[src/rtl/alu_muldiv_seq_if.sv]
// Request/response handshake bundle for the multi-cycle MUL/DIVU/REMU sequencer.
interface alu_muldiv_seq_if;
  logic        req_valid;
  logic        req_ready;
  logic [1:0]  req_op;
  logic [31:0] req_a;
  logic [31:0] req_b;
  logic        rsp_valid;
  logic        rsp_ready;
  logic [31:0] rsp_data;

  modport master (
    output req_valid, req_op, req_a, req_b, rsp_ready,
    input  req_ready, rsp_valid, rsp_data
  );

  modport slave (
    input  req_valid, req_op, req_a, req_b, rsp_ready,
    output req_ready, rsp_valid, rsp_data
  );
endinterface

[src/rtl/alu_muldiv_seq.sv]
// Iterative MUL/DIVU/REMU sequencer that does all arithmetic on the core's shared ALU.
// Optional MULDIV_EARLY_EXIT_EN: stop multiplying once the remaining multiplier is zero.
module alu_muldiv_seq #(
  parameter logic [3:0] OP_ADD  = 4'd5,
  parameter logic [3:0] OP_SUB  = 4'd6,
  parameter logic [3:0] OP_SLTU = 4'd12
) (
  input  logic              clk,
  input  logic              rst_n,
  alu_muldiv_seq_if.slave   bus,
  output logic              busy,
  output logic              alu_own,
  output logic [3:0]        alu_op,
  output logic [31:0]       alu_x,
  output logic [31:0]       alu_y,
  input  logic [31:0]       alu_result,
  input  logic              alu_less
);

  typedef enum logic [2:0] {
    IDLE, MUL_ADD, DIV_CMP, DIV_SUB, DONE
  } state_t;

  state_t      state, state_n;
  logic [4:0]  cnt;
  logic [1:0]  op_q;
  // r0: acc / rem, r1: mp / quo, r2: mc / d
  logic [31:0] r0, r1, r2;
  logic [31:0] ptl_q;
  logic        sub_q;
  logic [31:0] data_q;
  logic [31:0] ptl;
  logic        mul_fin;
  logic        last;
  logic [31:0] rem_n, quo_n;

  assign ptl   = {r0[30:0], r1[31]};
  assign last  = (cnt == 5'd31);
  assign rem_n = sub_q ? alu_result : ptl_q;
  assign quo_n = {r1[30:0], sub_q};

`ifdef MULDIV_EARLY_EXIT_EN
  assign mul_fin = (r1[31:1] == 31'd0);
`else
  assign mul_fin = last;
`endif

  assign bus.req_ready = (state == IDLE);
  assign bus.rsp_valid = (state == DONE);
  assign bus.rsp_data  = data_q;
  assign busy          = (state != IDLE);

  always_ff @(posedge clk) begin
    if (!rst_n) state <= IDLE;
    else        state <= state_n;
  end

  always_comb begin
    state_n = state;
    alu_own = 1'b0;
    alu_op  = 4'd0;
    alu_x   = 32'd0;
    alu_y   = 32'd0;
    unique case (state)
      IDLE: begin
        if (bus.req_valid) begin
          if (bus.req_op == 2'd0)
            state_n = MUL_ADD;
          else if (bus.req_op == 2'd3 || bus.req_b == 32'd0)
            state_n = DONE;
          else
            state_n = DIV_CMP;
        end
      end
      MUL_ADD: begin
        alu_own = 1'b1;
        alu_op  = OP_ADD;
        alu_x   = r0;
        alu_y   = r1[0] ? r2 : 32'd0;
        if (mul_fin) state_n = DONE;
      end
      DIV_CMP: begin
        alu_own = 1'b1;
        alu_op  = OP_SLTU;
        alu_x   = ptl;
        alu_y   = r2;
        state_n = DIV_SUB;
      end
      DIV_SUB: begin
        alu_own = 1'b1;
        alu_op  = OP_SUB;
        alu_x   = ptl_q;
        alu_y   = r2;
        state_n = last ? DONE : DIV_CMP;
      end
      DONE: begin
        if (bus.rsp_ready) state_n = IDLE;
      end
      default: state_n = IDLE;
    endcase
  end

  always_ff @(posedge clk) begin
    if (!rst_n) begin
      cnt    <= 5'd0;
      op_q   <= 2'd0;
      r0     <= 32'd0;
      r1     <= 32'd0;
      r2     <= 32'd0;
      ptl_q  <= 32'd0;
      sub_q  <= 1'b0;
      data_q <= 32'd0;
    end else begin
      unique case (state)
        IDLE: begin
          if (bus.req_valid) begin
            op_q <= bus.req_op;
            cnt  <= 5'd0;
            r0   <= 32'd0;
            if (bus.req_op == 2'd0) begin
              r1 <= bus.req_b;
              r2 <= bus.req_a;
            end else if (bus.req_op == 2'd3) begin
              data_q <= 32'd0;
            end else if (bus.req_b == 32'd0) begin
              data_q <= (bus.req_op == 2'd1) ? 32'hFFFF_FFFF : bus.req_a;
            end else begin
              r1 <= bus.req_a;
              r2 <= bus.req_b;
            end
          end
        end
        MUL_ADD: begin
          r0  <= alu_result;
          r1  <= r1 >> 1;
          r2  <= r2 << 1;
          cnt <= cnt + 5'd1;
          if (mul_fin) data_q <= alu_result;
        end
        DIV_CMP: begin
          // 33rd dividend bit forces a subtract when the partial exceeds 32 bits
          sub_q <= r0[31] | ~alu_less;
          ptl_q <= ptl;
        end
        DIV_SUB: begin
          r0  <= rem_n;
          r1  <= quo_n;
          cnt <= cnt + 5'd1;
          if (last) data_q <= (op_q == 2'd1) ? quo_n : rem_n;
        end
        default: ;
      endcase
    end
  end

endmodule

[src/flat_wrapper.sv]
// flat-port wrapper written by rule: the top's interface ports become plain ports
module alu_muldiv_seq_flat 
#(
  parameter logic [3:0] OP_ADD  = 4'd5,
  parameter logic [3:0] OP_SUB  = 4'd6,
  parameter logic [3:0] OP_SLTU = 4'd12
)
  (clk, rst_n, busy, alu_own, alu_op, alu_x, alu_y, alu_result, alu_less, bus_req_valid, bus_req_op, bus_req_a, bus_req_b, bus_rsp_ready, bus_req_ready, bus_rsp_valid, bus_rsp_data);
  alu_muldiv_seq_if bus_i ();
  input  logic clk;
  input  logic rst_n;
  output logic busy;
  output logic alu_own;
  output logic [3:0] alu_op;
  output logic [31:0] alu_x;
  output logic [31:0] alu_y;
  input  logic [31:0] alu_result;
  input  logic alu_less;
  input wire logic [$bits(bus_i.req_valid)-1:0] bus_req_valid;
  input wire logic [$bits(bus_i.req_op)-1:0] bus_req_op;
  input wire logic [$bits(bus_i.req_a)-1:0] bus_req_a;
  input wire logic [$bits(bus_i.req_b)-1:0] bus_req_b;
  input wire logic [$bits(bus_i.rsp_ready)-1:0] bus_rsp_ready;
  output wire logic [$bits(bus_i.req_ready)-1:0] bus_req_ready;
  output wire logic [$bits(bus_i.rsp_valid)-1:0] bus_rsp_valid;
  output wire logic [$bits(bus_i.rsp_data)-1:0] bus_rsp_data;
  assign bus_i.req_valid = bus_req_valid;
  assign bus_i.req_op = bus_req_op;
  assign bus_i.req_a = bus_req_a;
  assign bus_i.req_b = bus_req_b;
  assign bus_i.rsp_ready = bus_rsp_ready;
  assign bus_req_ready = bus_i.req_ready;
  assign bus_rsp_valid = bus_i.rsp_valid;
  assign bus_rsp_data = bus_i.rsp_data;
  alu_muldiv_seq #(.OP_ADD(OP_ADD), .OP_SUB(OP_SUB), .OP_SLTU(OP_SLTU)) u_core (.clk(clk), .rst_n(rst_n), .bus(bus_i), .busy(busy), .alu_own(alu_own), .alu_op(alu_op), .alu_x(alu_x), .alu_y(alu_y), .alu_result(alu_result), .alu_less(alu_less));
endmodule
[config.mk]
export PLATFORM = sky130hd
export DESIGN_NAME = alu_muldiv_seq_flat
export DESIGN_NICKNAME = d
export VERILOG_FILES = /design/src/rtl/alu_muldiv_seq_if.sv /design/src/rtl/alu_muldiv_seq.sv /design/src/flat_wrapper.sv
export SDC_FILE = /design/constraint.sdc
export NUM_CORES = 1
export LEC_CHECK = 0
export BUFFER_PORTS_ARGS = -buffer_cell sky130_fd_sc_hd__buf_2
export CAP_MARGIN = 40
export CORE_MARGIN = 8
export CORE_UTILIZATION = 50
export DETAILED_ROUTE_END_ITERATION = 12
export PLACE_DENSITY = 0.74
export SLEW_MARGIN = 20
export SYNTH_ARGS = -nofsm -noshare
export SYNTH_HDL_FRONTEND = slang
export SYNTH_SLANG_ARGS = --single-unit
export TNS_END_PERCENT = 50
[constraint.sdc]
create_clock -name clk -period 2.25 [get_ports clk]
set_input_delay 0.1125 -clock clk [delete_from_list [all_inputs] [get_ports clk]]
set_output_delay 0.1125 -clock clk [all_outputs]
set_load 0.01 [all_outputs]
# Yosys cells after proc, flatten, opt, wreduce, memory -nomap -nowiden
# Index checks and enable logic that the tools add are counted.
[op_classes]
n_addsub = 1
eq_ne = 16
muxes = 36
bitwise = 2
n_reduce_logical = 18
[ops]
columns = ["op", "n"]
rows = [
  ["32-bit two-way mux", 19],
  ["32-bit case mux with 3 select lines", 4],
  ["32-bit case mux with 2 select lines", 2],
  ["32-bit logical NOT", 1],
  ["3-bit two-way mux", 6],
  ["3-bit case mux with 5 select lines", 1],
  ["4-bit case mux with 3 select lines", 1],
  ["5-bit case mux with 2 select lines", 1],
  ["4-bit AND reduction", 2],
  ["3-bit by 2-bit equality test with 1-bit output, second input constant", 2],
  ["2-bit inequality test, second input constant", 3],
  ["3-bit inequality test, second input constant", 2],
  ["2-bit AND reduction", 3],
  ["6-bit AND reduction", 1],
  ["3-bit nonzero test", 2],
  ["5-bit by 1-bit adder with 5-bit output, second input constant", 1],
  ["5-bit equality test, second input constant", 1],
  ["5-bit two-way mux", 1],
  ["2-bit by 1-bit equality test with 1-bit output, second input constant", 2],
  ["2-bit by 1-bit inequality test with 1-bit output, second input constant", 2],
  ["2-bit nonzero test", 2],
  ["2-bit OR reduction", 2],
  ["3-bit by 1-bit equality test with 1-bit output, second input constant", 1],
  ["3-bit equality test, second input constant", 1],
  ["other kinds (10)", 10],
]
[word_totals]
register_bits = 171
in_bits = 103
output_inout_bits = 104
wordCells = 82

# Depth between registers and ports, before layout
[logic_depth]
word_depth = 7
depth_mapped = 9
ltp_nobuf = 7

# Least setup slack after synthesis
# No wires, ideal clock.
[synth_path]
path_kind = "reg-to-reg"
from = "register u_core.cnt[0]"
to = "register u_core.data_q[0] (netlist: u_core.bus.rsp_data[0])"
setup_time_ps = 72
t_arrival_ps = 1948
required_ps = 2178
path_slack_ps = 230
stages_incl_launch_ff = 9
path_buffers = 1
synth_period_minus_slack_ps = 2020
cell_sequence = "dfxtp_1 > ha_1 > and3_1 > ha_1 > o22ai_1 > nor3_1 > nor3_4 > buf_6 > mux2i_1"
[synth_via]
elab_chain_len = 3
word_cells_on_any_way = 4
cone_classes = "eq/ne: 3; reduce/logical: 1"
[synth_lines]
columns = ["item", "line", "source"]
rows = [
  ["from (decl)", "alu_muldiv_seq.sv:25", "logic [4:0] cnt;"],
  ["from (signal assigned)", "alu_muldiv_seq.sv:137", "cnt <= cnt + 5'd1;"],
  ["from (signal assigned)", "alu_muldiv_seq.sv:148", "cnt <= cnt + 5'd1;"],
  ["5-bit equality test *", "alu_muldiv_seq.sv:38", "assign last = (cnt == 5'd31);"],
  ["2-bit by 1-bit inequality test with 1-bit output (no line)", "n/a", ""],
  ["6-bit AND reduction (no line) *", "n/a", ""],
  ["to (signal assigned)", "alu_muldiv_seq.sv:126", "data_q <= (bus.req_op == 2'd1) ? 32'hFFFF_FFFF : bus.req_a;"],
  ["to (signal assigned)", "alu_muldiv_seq.sv:138", "if (mul_fin) data_q <= alu_result;"],
  ["to (signal assigned)", "alu_muldiv_seq.sv:149", "if (last) data_q <= (op_q == 2'd1) ? quo_n : rem_n;"],
  ["to (decl)", "alu_muldiv_seq.sv:31", "logic [31:0] data_q;"],
]
# Every way passes the cells marked *; elsewhere a longest branch is shown, timed or not.
# A chain may end at the register's enable or synchronous reset.

# Worst setup path in the final report
[layout_path]
from = "register u_core.state[2]"
to = "output port alu_op[0]"
[layout_via]
elab_chain_len = 2
word_cells_on_any_way = 4
cone_classes = "eq/ne: 3; mux: 1"
[layout_lines]
columns = ["item", "line", "source"]
rows = [
  ["from (decl)", "alu_muldiv_seq.sv:24", "state_t state, state_n;"],
  ["from (signal assigned)", "alu_muldiv_seq.sv:55", "else state <= state_n;"],
  ["3-bit by 2-bit equality test with 1-bit output / 3-bit by 1-bit equality test with 1-bit output (equally long branches)", "alu_muldiv_seq.sv:64", "unique case (state)"],
  ["4-bit case mux with 3 select lines *", "alu_muldiv_seq.sv:64", ""],
  ["to (decl)", "flat_wrapper.sv:14", "output logic [3:0] alu_op;"],
]
# Marks and branches as above.

==> results <==
- The flow ran to the end, and the final reports show no timing, DRC or antenna violations.
- The transition time of the tightest slew-check pin is 624 ps.
- The summed instance area of the synthesized netlist is 10900 sq um.
- The placer's final routability congestion estimate is 0.903.
- From bottom edge to top edge, the die measures 164 um.
- VDD sags by at most 0.561 mV.
- The overall die area is 26800 sq um.
- The wire-length estimate of the detail-placed layout is 24900 um.
- In this run the standard cell core region covers 21600 sq um.
- The die boundary width is 164 um.
- The most common cell in the synthesized netlist is nand2_1.
- The number of global-route vias before repair was 10.4k.
- Power spread over the standard cell area amounts to 866 nW/um^2.
- The count of standard-cell rows is 54.
- The top flip-flop cell by instance count after synthesis is dfxtp_1.
- The TritonCTS clock tree is done.
- The worst relative slew slack is 0.584.
- The first detailed-routing pass ran for 6 iterations.
- Port buffering added 206 buffers.
- Data on the critical path is required at its endpoint by 2140 ps.
- The count of yosys warnings during synthesis is 0.
- The total of max-cap violations is 0.
- Across all register-to-register paths, the minimum setup slack is 120 ps.
- The critical path is of the reg2out type.
- The number of hold-slack violations in the final timing report is 0.
- 207 I/O pins were placed.
- For the worst-skew pair, the clock arrives at the later sink with an insertion delay of 430 ps.
- Clock-pin slew was measured on the worst setup and hold paths at 70 ps.
- The maximum root-to-sink buffer count is 2.
- The multi-input combinational cells in the finished layout cover a total of 6870 sq um.
- Ranked by total cell area, the synthesized netlist is headed by dfxtp_1, nand2_1, mux2i_1.
- For the final routed database, the setup TNS stands at 0 ps.
- The critical path arrival is 2060 ps.
- The starting utilization of the core area is 0.504.
- The number of post-CTS setup repair buffers is 0.
- From synthesis to final layout, the design area changed by 17.9%.
- Of the post-synthesis cell area, the dominant cell type holds 0.314.
- The post-synth net total is 1595.
- Setup repair after global routing left no endpoint under its margin.
- For this run, asynchronously set or reset flops after synthesis account for 0.
- The finished cells cover 12800 sq um.
- The static leakage is 0.00539 uW.
- Setup violations remaining at the end of the flow were counted as 0.
- For this run the aggregate overflow at the end of global routing stands at 0.
- Summing all flip-flop and latch instances after layout gives 3430 sq um.
- The cell type with the largest total area after synthesis is dfxtp_1.
- The post-placement cell area is 12200 sq um.
- The total number of vias is 11.4k.
- The number of antenna violations at the first check in global routing is 0.
- The cell sitting at the root of the clock tree is a clkbuf_16.
- The min-delay analysis places its worst path in the category in2reg.
- Across every metal layer, demand over resource in global routing totals 0.254.
- In the finished design, the share of the clock period the worst path needs comes to 0.967.
- The sort of element at the end of the critical path is a primary output.
- For this block, the initial DRC count from the detailed router was 1429.
- The clock arrives with 10.2 ps of skew.
- The number of max-slew violations in the final report came to 0.
- Yosys mapped a number of flops with a built-in enable equal to 0.
- The worst path in the final design needs a cycle of 2170 ps, including I/O delays and setup.
- Sorting the synthesized cells by how often they occur yields nand2_1, dfxtp_1, nor2_1.
- The share of the Yosys chip area taken by registers is 0.314.
- The critical-path maximum fanout is 23.
- For this block, the routed nets add up to 35300 um of wire.
- The count of fill cells added during filler insertion is 2047.
- In this run the remaining antenna-violating nets after routing total 0.
- At the end of the flow, the number of nets in the layout was 1715.
- The mean area per synthesized cell is 7.31 sq um.
- Using the TritonRoute via totals, the vias-per-cell ratio works out to 5.98.
- The total of hold buffers inserted after clock tree synthesis is 0.
- The share of post-route cells with drive strength above 1 is 0.226.
- In the final routed layout, each cell accounts on average for 18.5 um.
- The number of clock buffers added by TritonCTS is 17.
- The first global-routing pass estimated 55500 um of wire.
- 0 antenna diodes ended up in the layout.
- The tree built by TritonCTS fans out to 171 sinks.
- The maximum clock frequency is 460 MHz.
- The startpoint class of the critical path is a flip-flop.
- Entering global routing, the biggest net connects 73 pins.
- In the routed design, unresolved DRC markers number 0.
- The number of standard cells after synthesis is 1490.
- The number of synthesized register bits is 171.
- In this run the number of H-tree levels came out at 4.
- Counting distinct cell types in the post-synthesis netlist gives 50.
cell families after synthesis:
logic type	after synthesis	share of synthesized area
buf+inv	154	0.0594
simple gates	695	0.281
fa+ha+maj	2	0.00230
xor+xnor	2	0.00161
mux	127	0.120
flops	171	0.314
compound gates	339	0.221
cell type report:
type	instances	share of cell area
clock buffer	20	0.0356
clock inverter	12	0.0126
inverter	6	0.00214
multi-input combinational	1165	0.535
sequential	171	0.267
tap	280	0.0273
timing repair buffer	249	0.120
flip-flops by register name, summed over array words and instances (netlist names):
name,cells
u_core.op_q,2
u_core.r1,32
u_core.sub_q,1
u_core.state,3
u_core.bus.rsp_data,32
u_core.cnt,5
u_core.r0,32
u_core.ptl_q,32
u_core.r2,32
what timing repair did:
action,in CTS,in global routing
resized for setup,2,6
cloned,1,0
endpoints found under the setup margin,33,39
metal layers:
metal	vias to the layer above	global-route usage	routed length (um)
met5	-	0	0
met4	0	0.0802	830
met1	5326	0.359	16300
met2	508	0.386	15500
li1	5496	-	-
met3	57	0.0421	2660
stage by stage:
stage,power (uW),std cells,util,setup WS (ps),hold slack [ps]
finish,11100,1903,0.594,75.3,19.9
global route,11700,1903,0.594,25.7,19.5
CTS,11000,1903,0.593,33.2,4.93
detailed placement,7910,1870,0.562,111,451
global placement,7830,1870,0.562,198,444
floorplan,6650,1490,-,230,269
placed cells by master (no fill, tap or decap), drive strengths merged, types with 3 or more instances in the layout:
master and instances:
a211oi 31, a21boi 35, a21oi 40, a222oi 32
a31oi 32, and2 34, buf 248, bufinv 3
clkbuf 20, clkinvlp 6, dfxtp 171, inv 8
mux2 32, mux2i 95, nand2 330, nand2b 5
nand3 66, nand4 34, nor2 166, nor2b 37
nor3 3, nor4 9, o211ai 32, o21ai 97
o2bb2ai 32
worst max-delay path: stages (launching register included):
cell and delay, ps:
dfxtp_1 310, buf_4 160, or3b_2 560, inv_1 110, buf_4 280, buf_2 200
where the power goes:
group / leakage, uW / internal [uW] / total, uW / switching [uW]
Clock: 0.000282 / 1820 / 3120 / 1310
Sequential: 0.00139 / 3510 / 3960 / 454
Combinational: 0.00371 / 1550 / 4030 / 2480
path summary, 6_finish.rpt:
kind                                        start                              endpoint  cells past startpoint
max                  u_core.state[2]$_SDFFE_PN0P_                             alu_op[0]                      5
min                                alu_result[27]            u_core.r0[27]$_SDFFE_PN0P_                      3
max reg2reg            u_core.cnt[0]$_SDFFE_PN0P_  u_core.bus.rsp_data[14]$_SDFFE_PN0P_                      8
min reg2reg  u_core.bus.rsp_data[28]$_SDFFE_PN0P_  u_core.bus.rsp_data[28]$_SDFFE_PN0P_                      2
No activity file was read; power rests on OpenSTA's default activity.
